===== src/rtl/mnist_img_loader_if.sv =====
// Byte-stream input, image-memory write port and inference-core start/done handshake
// shared between the MNIST image loader (master) and its environment (slave).
interface mnist_img_loader_if;
  logic       s_valid;
  logic [7:0] s_data;
  logic       s_ready;
  logic       pix_we;
  logic [9:0] pix_addr;
  logic [7:0] pix_data;
  logic       acc_start;
  logic       acc_done;

  modport master (
    input  s_valid, s_data, acc_done,
    output s_ready, pix_we, pix_addr, pix_data, acc_start
  );

  modport slave (
    output s_valid, s_data, acc_done,
    input  s_ready, pix_we, pix_addr, pix_data, acc_start
  );
endinterface


===== src/rtl/mnist_img_loader.sv =====
// Loads one framed MNIST image (sync byte + pixels) into image memory, then starts the core.
// Optional trailing checksum byte enabled by defining IMG_LOADER_CHKSUM_EN.
module mnist_img_loader #(
  parameter int unsigned IMG_SIZE       = 784,
  parameter logic [7:0]  SYNC_BYTE      = 8'hA5,
  parameter int unsigned PIX_SHIFT      = 1,
  parameter int unsigned TIMEOUT_CYCLES = 65535,
  parameter int unsigned CNT_W          = 16
) (
  input  logic              clk,
  input  logic              rst,
  mnist_img_loader_if.master bus,
  output logic              busy,
  output logic              frame_ok,
  output logic              frame_err,
  output logic [CNT_W-1:0]  frames_done
);

  typedef enum logic [2:0] {
    StIdle,
    StLoad,
`ifdef IMG_LOADER_CHKSUM_EN
    StCksum,
`endif
    StStart,
    StWait
  } state_e;

  state_e           r_state;
  logic [9:0]       r_count;
  logic [31:0]      r_idle;
  logic             r_pix_we;
  logic [9:0]       r_pix_addr;
  logic [7:0]       r_pix_data;
  logic             r_acc_start;
  logic             r_frame_ok;
  logic             r_frame_err;
  logic [CNT_W-1:0] r_frames_done;
`ifdef IMG_LOADER_CHKSUM_EN
  logic [7:0]       r_sum;
`endif

  logic       w_ready;
  logic       w_xfer;
  logic       w_timeout;
  logic       w_last_pix;
  logic [7:0] w_conv;

  always_comb begin
    w_ready = (r_state == StIdle) || (r_state == StLoad);
`ifdef IMG_LOADER_CHKSUM_EN
    if (r_state == StCksum) w_ready = 1'b1;
`endif
  end

  assign w_xfer     = bus.s_valid && w_ready;
  assign w_last_pix = (r_count == 10'(IMG_SIZE - 1));
  // Fires on the TIMEOUT_CYCLES-th consecutive idle cycle inside a frame.
  assign w_timeout  = (TIMEOUT_CYCLES != 0) && (r_idle == 32'(TIMEOUT_CYCLES - 1));

  generate
    if (PIX_SHIFT > 0) begin : g_shift
      assign w_conv = {1'b0, 7'(bus.s_data >> PIX_SHIFT)};
    end else begin : g_sat
      assign w_conv = bus.s_data[7] ? 8'd127 : bus.s_data;
    end
  endgenerate

  always_ff @(posedge clk) begin
    if (rst) begin
      r_state       <= StIdle;
      r_count       <= '0;
      r_idle        <= '0;
      r_pix_we      <= 1'b0;
      r_pix_addr    <= '0;
      r_pix_data    <= '0;
      r_acc_start   <= 1'b0;
      r_frame_ok    <= 1'b0;
      r_frame_err   <= 1'b0;
      r_frames_done <= '0;
`ifdef IMG_LOADER_CHKSUM_EN
      r_sum         <= '0;
`endif
    end else begin
      r_pix_we   <= 1'b0;
      r_frame_ok <= 1'b0;
      unique case (r_state)
        StIdle: begin
          if (w_xfer && bus.s_data == SYNC_BYTE) begin
            r_state     <= StLoad;
            r_count     <= '0;
            r_idle      <= '0;
            r_frame_err <= 1'b0;
`ifdef IMG_LOADER_CHKSUM_EN
            r_sum       <= '0;
`endif
          end
        end
        StLoad: begin
          if (w_xfer) begin
            r_pix_we   <= 1'b1;
            r_pix_addr <= r_count;
            r_pix_data <= w_conv;
            r_count    <= r_count + 10'd1;
            r_idle     <= '0;
`ifdef IMG_LOADER_CHKSUM_EN
            r_sum      <= r_sum + bus.s_data;
            if (w_last_pix) r_state <= StCksum;
`else
            if (w_last_pix) r_state <= StStart;
`endif
          end else if (w_timeout) begin
            r_frame_err <= 1'b1;
            r_state     <= StIdle;
          end else begin
            r_idle <= r_idle + 32'd1;
          end
        end
`ifdef IMG_LOADER_CHKSUM_EN
        StCksum: begin
          if (w_xfer) begin
            r_idle <= '0;
            if (bus.s_data == r_sum) begin
              r_state <= StStart;
            end else begin
              r_frame_err <= 1'b1;
              r_state     <= StIdle;
            end
          end else if (w_timeout) begin
            r_frame_err <= 1'b1;
            r_state     <= StIdle;
          end else begin
            r_idle <= r_idle + 32'd1;
          end
        end
`endif
        // Dead cycle so the final pixel write lands before the core starts reading.
        StStart: begin
          r_state     <= StWait;
          r_acc_start <= 1'b1;
        end
        StWait: begin
          if (bus.acc_done) begin
            r_acc_start   <= 1'b0;
            r_frame_ok    <= 1'b1;
            r_frames_done <= r_frames_done + 1'b1;
            r_state       <= StIdle;
          end
        end
        default: r_state <= StIdle;
      endcase
    end
  end

  assign bus.s_ready   = w_ready;
  assign bus.pix_we    = r_pix_we;
  assign bus.pix_addr  = r_pix_addr;
  assign bus.pix_data  = r_pix_data;
  assign bus.acc_start = r_acc_start;
  assign busy          = (r_state != StIdle);
  assign frame_ok      = r_frame_ok;
  assign frame_err     = r_frame_err;
  assign frames_done   = r_frames_done;

endmodule


===== src/flat_wrapper.sv =====
// flat-port wrapper written by rule: the top's interface ports become plain ports
module mnist_img_loader_flat 
#(
  parameter int unsigned IMG_SIZE       = 784,
  parameter logic [7:0]  SYNC_BYTE      = 8'hA5,
  parameter int unsigned PIX_SHIFT      = 1,
  parameter int unsigned TIMEOUT_CYCLES = 65535,
  parameter int unsigned CNT_W          = 16
)
  (clk, rst, busy, frame_ok, frame_err, frames_done, bus_s_valid, bus_s_data, bus_acc_done, bus_s_ready, bus_pix_we, bus_pix_addr, bus_pix_data, bus_acc_start);
  mnist_img_loader_if bus_i ();
  input  logic clk;
  input  logic rst;
  output logic busy;
  output logic frame_ok;
  output logic frame_err;
  output logic [CNT_W-1:0] frames_done;
  input wire logic [$bits(bus_i.s_valid)-1:0] bus_s_valid;
  input wire logic [$bits(bus_i.s_data)-1:0] bus_s_data;
  input wire logic [$bits(bus_i.acc_done)-1:0] bus_acc_done;
  output wire logic [$bits(bus_i.s_ready)-1:0] bus_s_ready;
  output wire logic [$bits(bus_i.pix_we)-1:0] bus_pix_we;
  output wire logic [$bits(bus_i.pix_addr)-1:0] bus_pix_addr;
  output wire logic [$bits(bus_i.pix_data)-1:0] bus_pix_data;
  output wire logic [$bits(bus_i.acc_start)-1:0] bus_acc_start;
  assign bus_i.s_valid = bus_s_valid;
  assign bus_i.s_data = bus_s_data;
  assign bus_i.acc_done = bus_acc_done;
  assign bus_s_ready = bus_i.s_ready;
  assign bus_pix_we = bus_i.pix_we;
  assign bus_pix_addr = bus_i.pix_addr;
  assign bus_pix_data = bus_i.pix_data;
  assign bus_acc_start = bus_i.acc_start;
  mnist_img_loader #(.IMG_SIZE(IMG_SIZE), .SYNC_BYTE(SYNC_BYTE), .PIX_SHIFT(PIX_SHIFT), .TIMEOUT_CYCLES(TIMEOUT_CYCLES), .CNT_W(CNT_W)) u_core (.clk(clk), .rst(rst), .bus(bus_i), .busy(busy), .frame_ok(frame_ok), .frame_err(frame_err), .frames_done(frames_done));
endmodule

===== config.mk =====
export PLATFORM = sky130hd
export DESIGN_NAME = mnist_img_loader_flat
export DESIGN_NICKNAME = d
export VERILOG_FILES = /design/src/rtl/mnist_img_loader_if.sv /design/src/rtl/mnist_img_loader.sv /design/src/flat_wrapper.sv
export SDC_FILE = /design/constraint.sdc
export NUM_CORES = 1
export LEC_CHECK = 0
export CORE_MARGIN = 3
export CORE_UTILIZATION = 56
export CTS_BUF_LIST = sky130_fd_sc_hd__clkbuf_4 sky130_fd_sc_hd__clkbuf_8
export CTS_CLUSTER_DIAMETER = 80
export DETAILED_ROUTE_END_ITERATION = 8
export GPL_TIMING_DRIVEN = 0
export PLACE_DENSITY = 0.85
export SLEW_MARGIN = 20
export SYNTH_ARGS = -nofsm -noshare
export SYNTH_HDL_FRONTEND = slang
export SYNTH_SLANG_ARGS = --single-unit

===== constraint.sdc =====
create_clock -name clk -period 2.6 [get_ports clk]
set_input_delay 0.52 -clock clk [delete_from_list [all_inputs] [get_ports clk]]
set_output_delay 0.52 -clock clk [all_outputs]
set_load 0.01 [all_outputs]

==> impl_metrics.json <==
{
  "route.detailed.wl_per_inst_um": 15.56,
  "grtUsageTotal": 0.2584,
  "worst_setup_hold_path_clk_slew_ns": 0.08,
  "synth_area_leader_cell": "sky130_fd_sc_hd__dfxtp_1",
  "crit_type": "input port to flip-flop",
  "initial_antenna_violation_count": 0,
  "height_of_the_die_um": 87.16,
  "grt_setup_unrepaired": "false",
  "mappedNetlistArea_um2": 3689,
  "synth_async_sr_flop_share": 0,
  "cts-buffers-inserted": 9,
  "max_cap_check_violation_count": 0,
  "cellLeakagePower_uw": 0.001501,
  "relSlewSlack": 0.5088,
  "floorplan.core_area_um2": 6131,
  "report.final.slew_viol_count": 0,
  "routed_wl_um": 9152,
  "insertedDiodeCount": 0,
  "startpoint_type": "input port",
  "cts_sinks": 81,
  "synth_area_leaders": "sky130_fd_sc_hd__dfxtp_1 (44%), sky130_fd_sc_hd__nand2_1 (6.5%), sky130_fd_sc_hd__xor2_1 (5.7%)",
  "grt_pass1_wl_um": 15860,
  "regArea_um2": 1622,
  "finalCriticalPeriod_ns": 2.457,
  "prevailing_post_synth_register_cell": "sky130_fd_sc_hd__dfxtp_1",
  "postLayoutCoreUtil": 0.7394,
  "drt-initial-drc-count": 239,
  "cts_htree_levels": 3,
  "run_status": "complete, no violations",
  "place_congestion": 0.9062,
  "timing_worst_slew_pin_value_ns": 0.7340,
  "clock_tree.buffer_depth": 2,
  "postSynthRegisterBits": 81,
  "crit_arrival_ns": 2.74,
  "cts_tree": "built",
  "fin_nets": 524,
  "initial_core_util": 0.6016,
  "placed_cells": 570,
  "yosysWarningCount": 0,
  "multiInputGateArea_um2": 1973,
  "design.die.area_um2": 7597,
  "setup.worst_path.end_class": "flip-flop",
  "syn-num-nets": 462,
  "area_growth_pct": 22.90,
  "grt_remaining_overflow": 0,
  "critical_path_peak_fanout": 6,
  "cellPowerDensity_nw_per_um2": 472.2,
  "filler_cell_count": 450,
  "worst_hold_path_type": "flip-flop to flip-flop",
  "final_cell_count_no_fill": 588,
  "post_route_cells_drive_above_1_share": 0.08772,
  "post-synth-top-area-fraction": 0.4396,
  "setup_violations": 0,
  "postRouteAntennaNets": 0,
  "layout_worst_path_cycle_share": 0.9451,
  "post-dp-hpwl_um": 6394,
  "clock_tree.root_cell": "sky130_fd_sc_hd__clkbuf_8",
  "peakVddDrop_mv": 0.4959,
  "postSynthCellCount": 446,
  "finClkSkew_ns": 0.01152,
  "port_buffers": 49,
  "placement_rows": 28,
  "largest_net_degree_at_the_start_of_global_routing": 15,
  "syn-mean-instance-area_um2": 8.270,
  "number_of_global_route_vias_before_repair": 3439,
  "data_required_time_at_the_worst_endpoint_ns": 2.88,
  "drc_errors": 0,
  "clkLatencyLatePin_ns": 0.35,
  "viasPerCell": 5.954,
  "synth_enable_flop_cells": 0,
  "route.vias.total": 3501,
  "hold_buffers": 0,
  "synth-seq-area-share": 0.4396,
  "dr.pass1.iters": 4,
  "post_synthesis_cell_type_count": 45,
  "chipWidth_um": 87.16,
  "finalHoldViolCount": 0,
  "clock.fmax_ghz": 0.4069,
  "ioPinCount": 52
}
==> cell families after synthesis <==
family	synth area share
compound gates	0.1377
xor+xnor	0.06648
simple gates	0.3016
other cells	0.001017
flops	0.4396
fa+ha+maj	0.01357
mux	0.002714
buf+inv	0.03731
==> synth_stat cells (2+ instances only) <==
library cell                count
sky130_fd_sc_hd__nor3_1         6
sky130_fd_sc_hd__or2_2          5
sky130_fd_sc_hd__nor4b_1        3
sky130_fd_sc_hd__o2111ai_1      5
sky130_fd_sc_hd__dfxtp_1       81
sky130_fd_sc_hd__nand2_1       64
sky130_fd_sc_hd__clkbuf_1      21
sky130_fd_sc_hd__nand3_1       16
sky130_fd_sc_hd__and4_1         7
sky130_fd_sc_hd__inv_1          6
sky130_fd_sc_hd__or3_1         12
sky130_fd_sc_hd__xor2_1        24
sky130_fd_sc_hd__a31oi_1        2
sky130_fd_sc_hd__a21oi_1       40
sky130_fd_sc_hd__or4_1         13
sky130_fd_sc_hd__buf_2          5
sky130_fd_sc_hd__o31ai_1        7
sky130_fd_sc_hd__a22oi_1        2
sky130_fd_sc_hd__o211ai_1       5
sky130_fd_sc_hd__nor2_1        42
sky130_fd_sc_hd__nand4_1       19
sky130_fd_sc_hd__and3_1        11
sky130_fd_sc_hd__xnor2_1        4
sky130_fd_sc_hd__nand2b_1       3
sky130_fd_sc_hd__ha_1           4
sky130_fd_sc_hd__nand4b_1       2
sky130_fd_sc_hd__o21ai_0       15
sky130_fd_sc_hd__nor4_1         5
==> timing repair <==
action / CTS / global route
pin swaps: 1 / 1
resized for setup: 5 / 13
buffers inserted: 3 / 1
setup endpoints to repair: 39 / 30
==> cell type report <==
| type | instances | share of cell area |
|---|---|---|
| inverters | 6 | 0.004968 |
| plain buffers | 26 | 0.02622 |
| well taps | 75 | 0.02070 |
| flip-flops and latches | 81 | 0.3577 |
| repair buffers | 53 | 0.1156 |
| multi-input cells | 331 | 0.4353 |
| clock inverters | 5 | 0.008832 |
| clock buffers | 11 | 0.03064 |
==> final timing paths <==
| kind | to | cells past startpoint | slack, ns | startpoint |
|---|---|---|---|---|
| worst max-delay path | u_core.r_idle[12] | 7 | 0.14 | bus_s_data[3] |
| worst min register to register | u_core.bus.pix_addr[9] | 2 | 0.46 | u_core.bus.pix_addr[9] |
| worst min-delay path | u_core.bus.pix_addr[9] | 2 | 0.46 | u_core.bus.pix_addr[9] |
| worst max register to register | u_core.r_idle[28] | 6 | 0.23 | u_core.r_idle[0] |
==> critical path, stage by stage <==
cell                              delay, ns
sky130_fd_sc_hd__clkdlybuf4s50_1       0.43
sky130_fd_sc_hd__or4b_4                0.59
sky130_fd_sc_hd__o31ai_4               0.23
sky130_fd_sc_hd__buf_6                 0.17
sky130_fd_sc_hd__nand2_1               0.13
sky130_fd_sc_hd__or4_1                 0.52
sky130_fd_sc_hd__a21oi_1               0.16
==> layout by cell type, fill, tap and decap left out, types with 7 or more instances in the layout <==
cell	count
sky130_fd_sc_hd__a21oi_1	40
sky130_fd_sc_hd__and3_1	10
sky130_fd_sc_hd__and4_1	7
sky130_fd_sc_hd__clkbuf_1	17
sky130_fd_sc_hd__clkbuf_8	9
sky130_fd_sc_hd__clkdlybuf4s50_1	49
sky130_fd_sc_hd__dfxtp_1	81
sky130_fd_sc_hd__nand2_1	62
sky130_fd_sc_hd__nand3_1	16
sky130_fd_sc_hd__nand4_1	19
sky130_fd_sc_hd__nor2_1	42
sky130_fd_sc_hd__o21ai_0	15
sky130_fd_sc_hd__o31ai_1	7
sky130_fd_sc_hd__or3_1	12
sky130_fd_sc_hd__or4_1	13
sky130_fd_sc_hd__xor2_1	24
==> where the power goes <==
group	internal, uW	total, uW	switching [uW]
logic	21.6	55.5	33.9
clock network	373	845	472
registers	1240	1240	0.201
==> state kept, by name, summed over array words and instances, names as in the netlist <==
signal / count
u_core.bus.acc_start: 1
u_core.bus.pix_addr: 10
u_core.bus.pix_data: 7
u_core.bus.pix_we: 1
u_core.frame_err: 1
u_core.frame_ok: 1
u_core.frames_done: 16
u_core.r_count: 10
u_core.r_idle: 32
u_core.r_state: 2
==> routing by layer <==
| metal | share of wire | global-route usage | routed length (um) |
|---|---|---|---|
| met1 | 0.45 | 0.3337 | 4109 |
| met3 | 0.061 | 0.06717 | 556 |
| met2 | 0.48 | 0.4210 | 4348 |
| met4 | 0.015 | 0.08508 | 138 |
| met5 | 0 | 0 | 0 |
==> through the flow <==
stage	total power (uW)	setup TNS [ns]	worst slack, ns	instance area (um2)	hold slack, ns
2_1_floorplan	1295	0	0.3230	3689	0.4521
3_3_place_gp	1323	-20.07	-0.6209	4273	0.4409
3_5_place_dp	1323	-24.30	-0.7224	4273	0.4486
4_1_cts	2150	0	0.02497	4483	0.4600
5_1_grt	2208	0	0.01777	4533	0.4829
6_report	2140	0	0.1427	4533	0.4563
No activity file was read; power rests on OpenSTA's default activity.
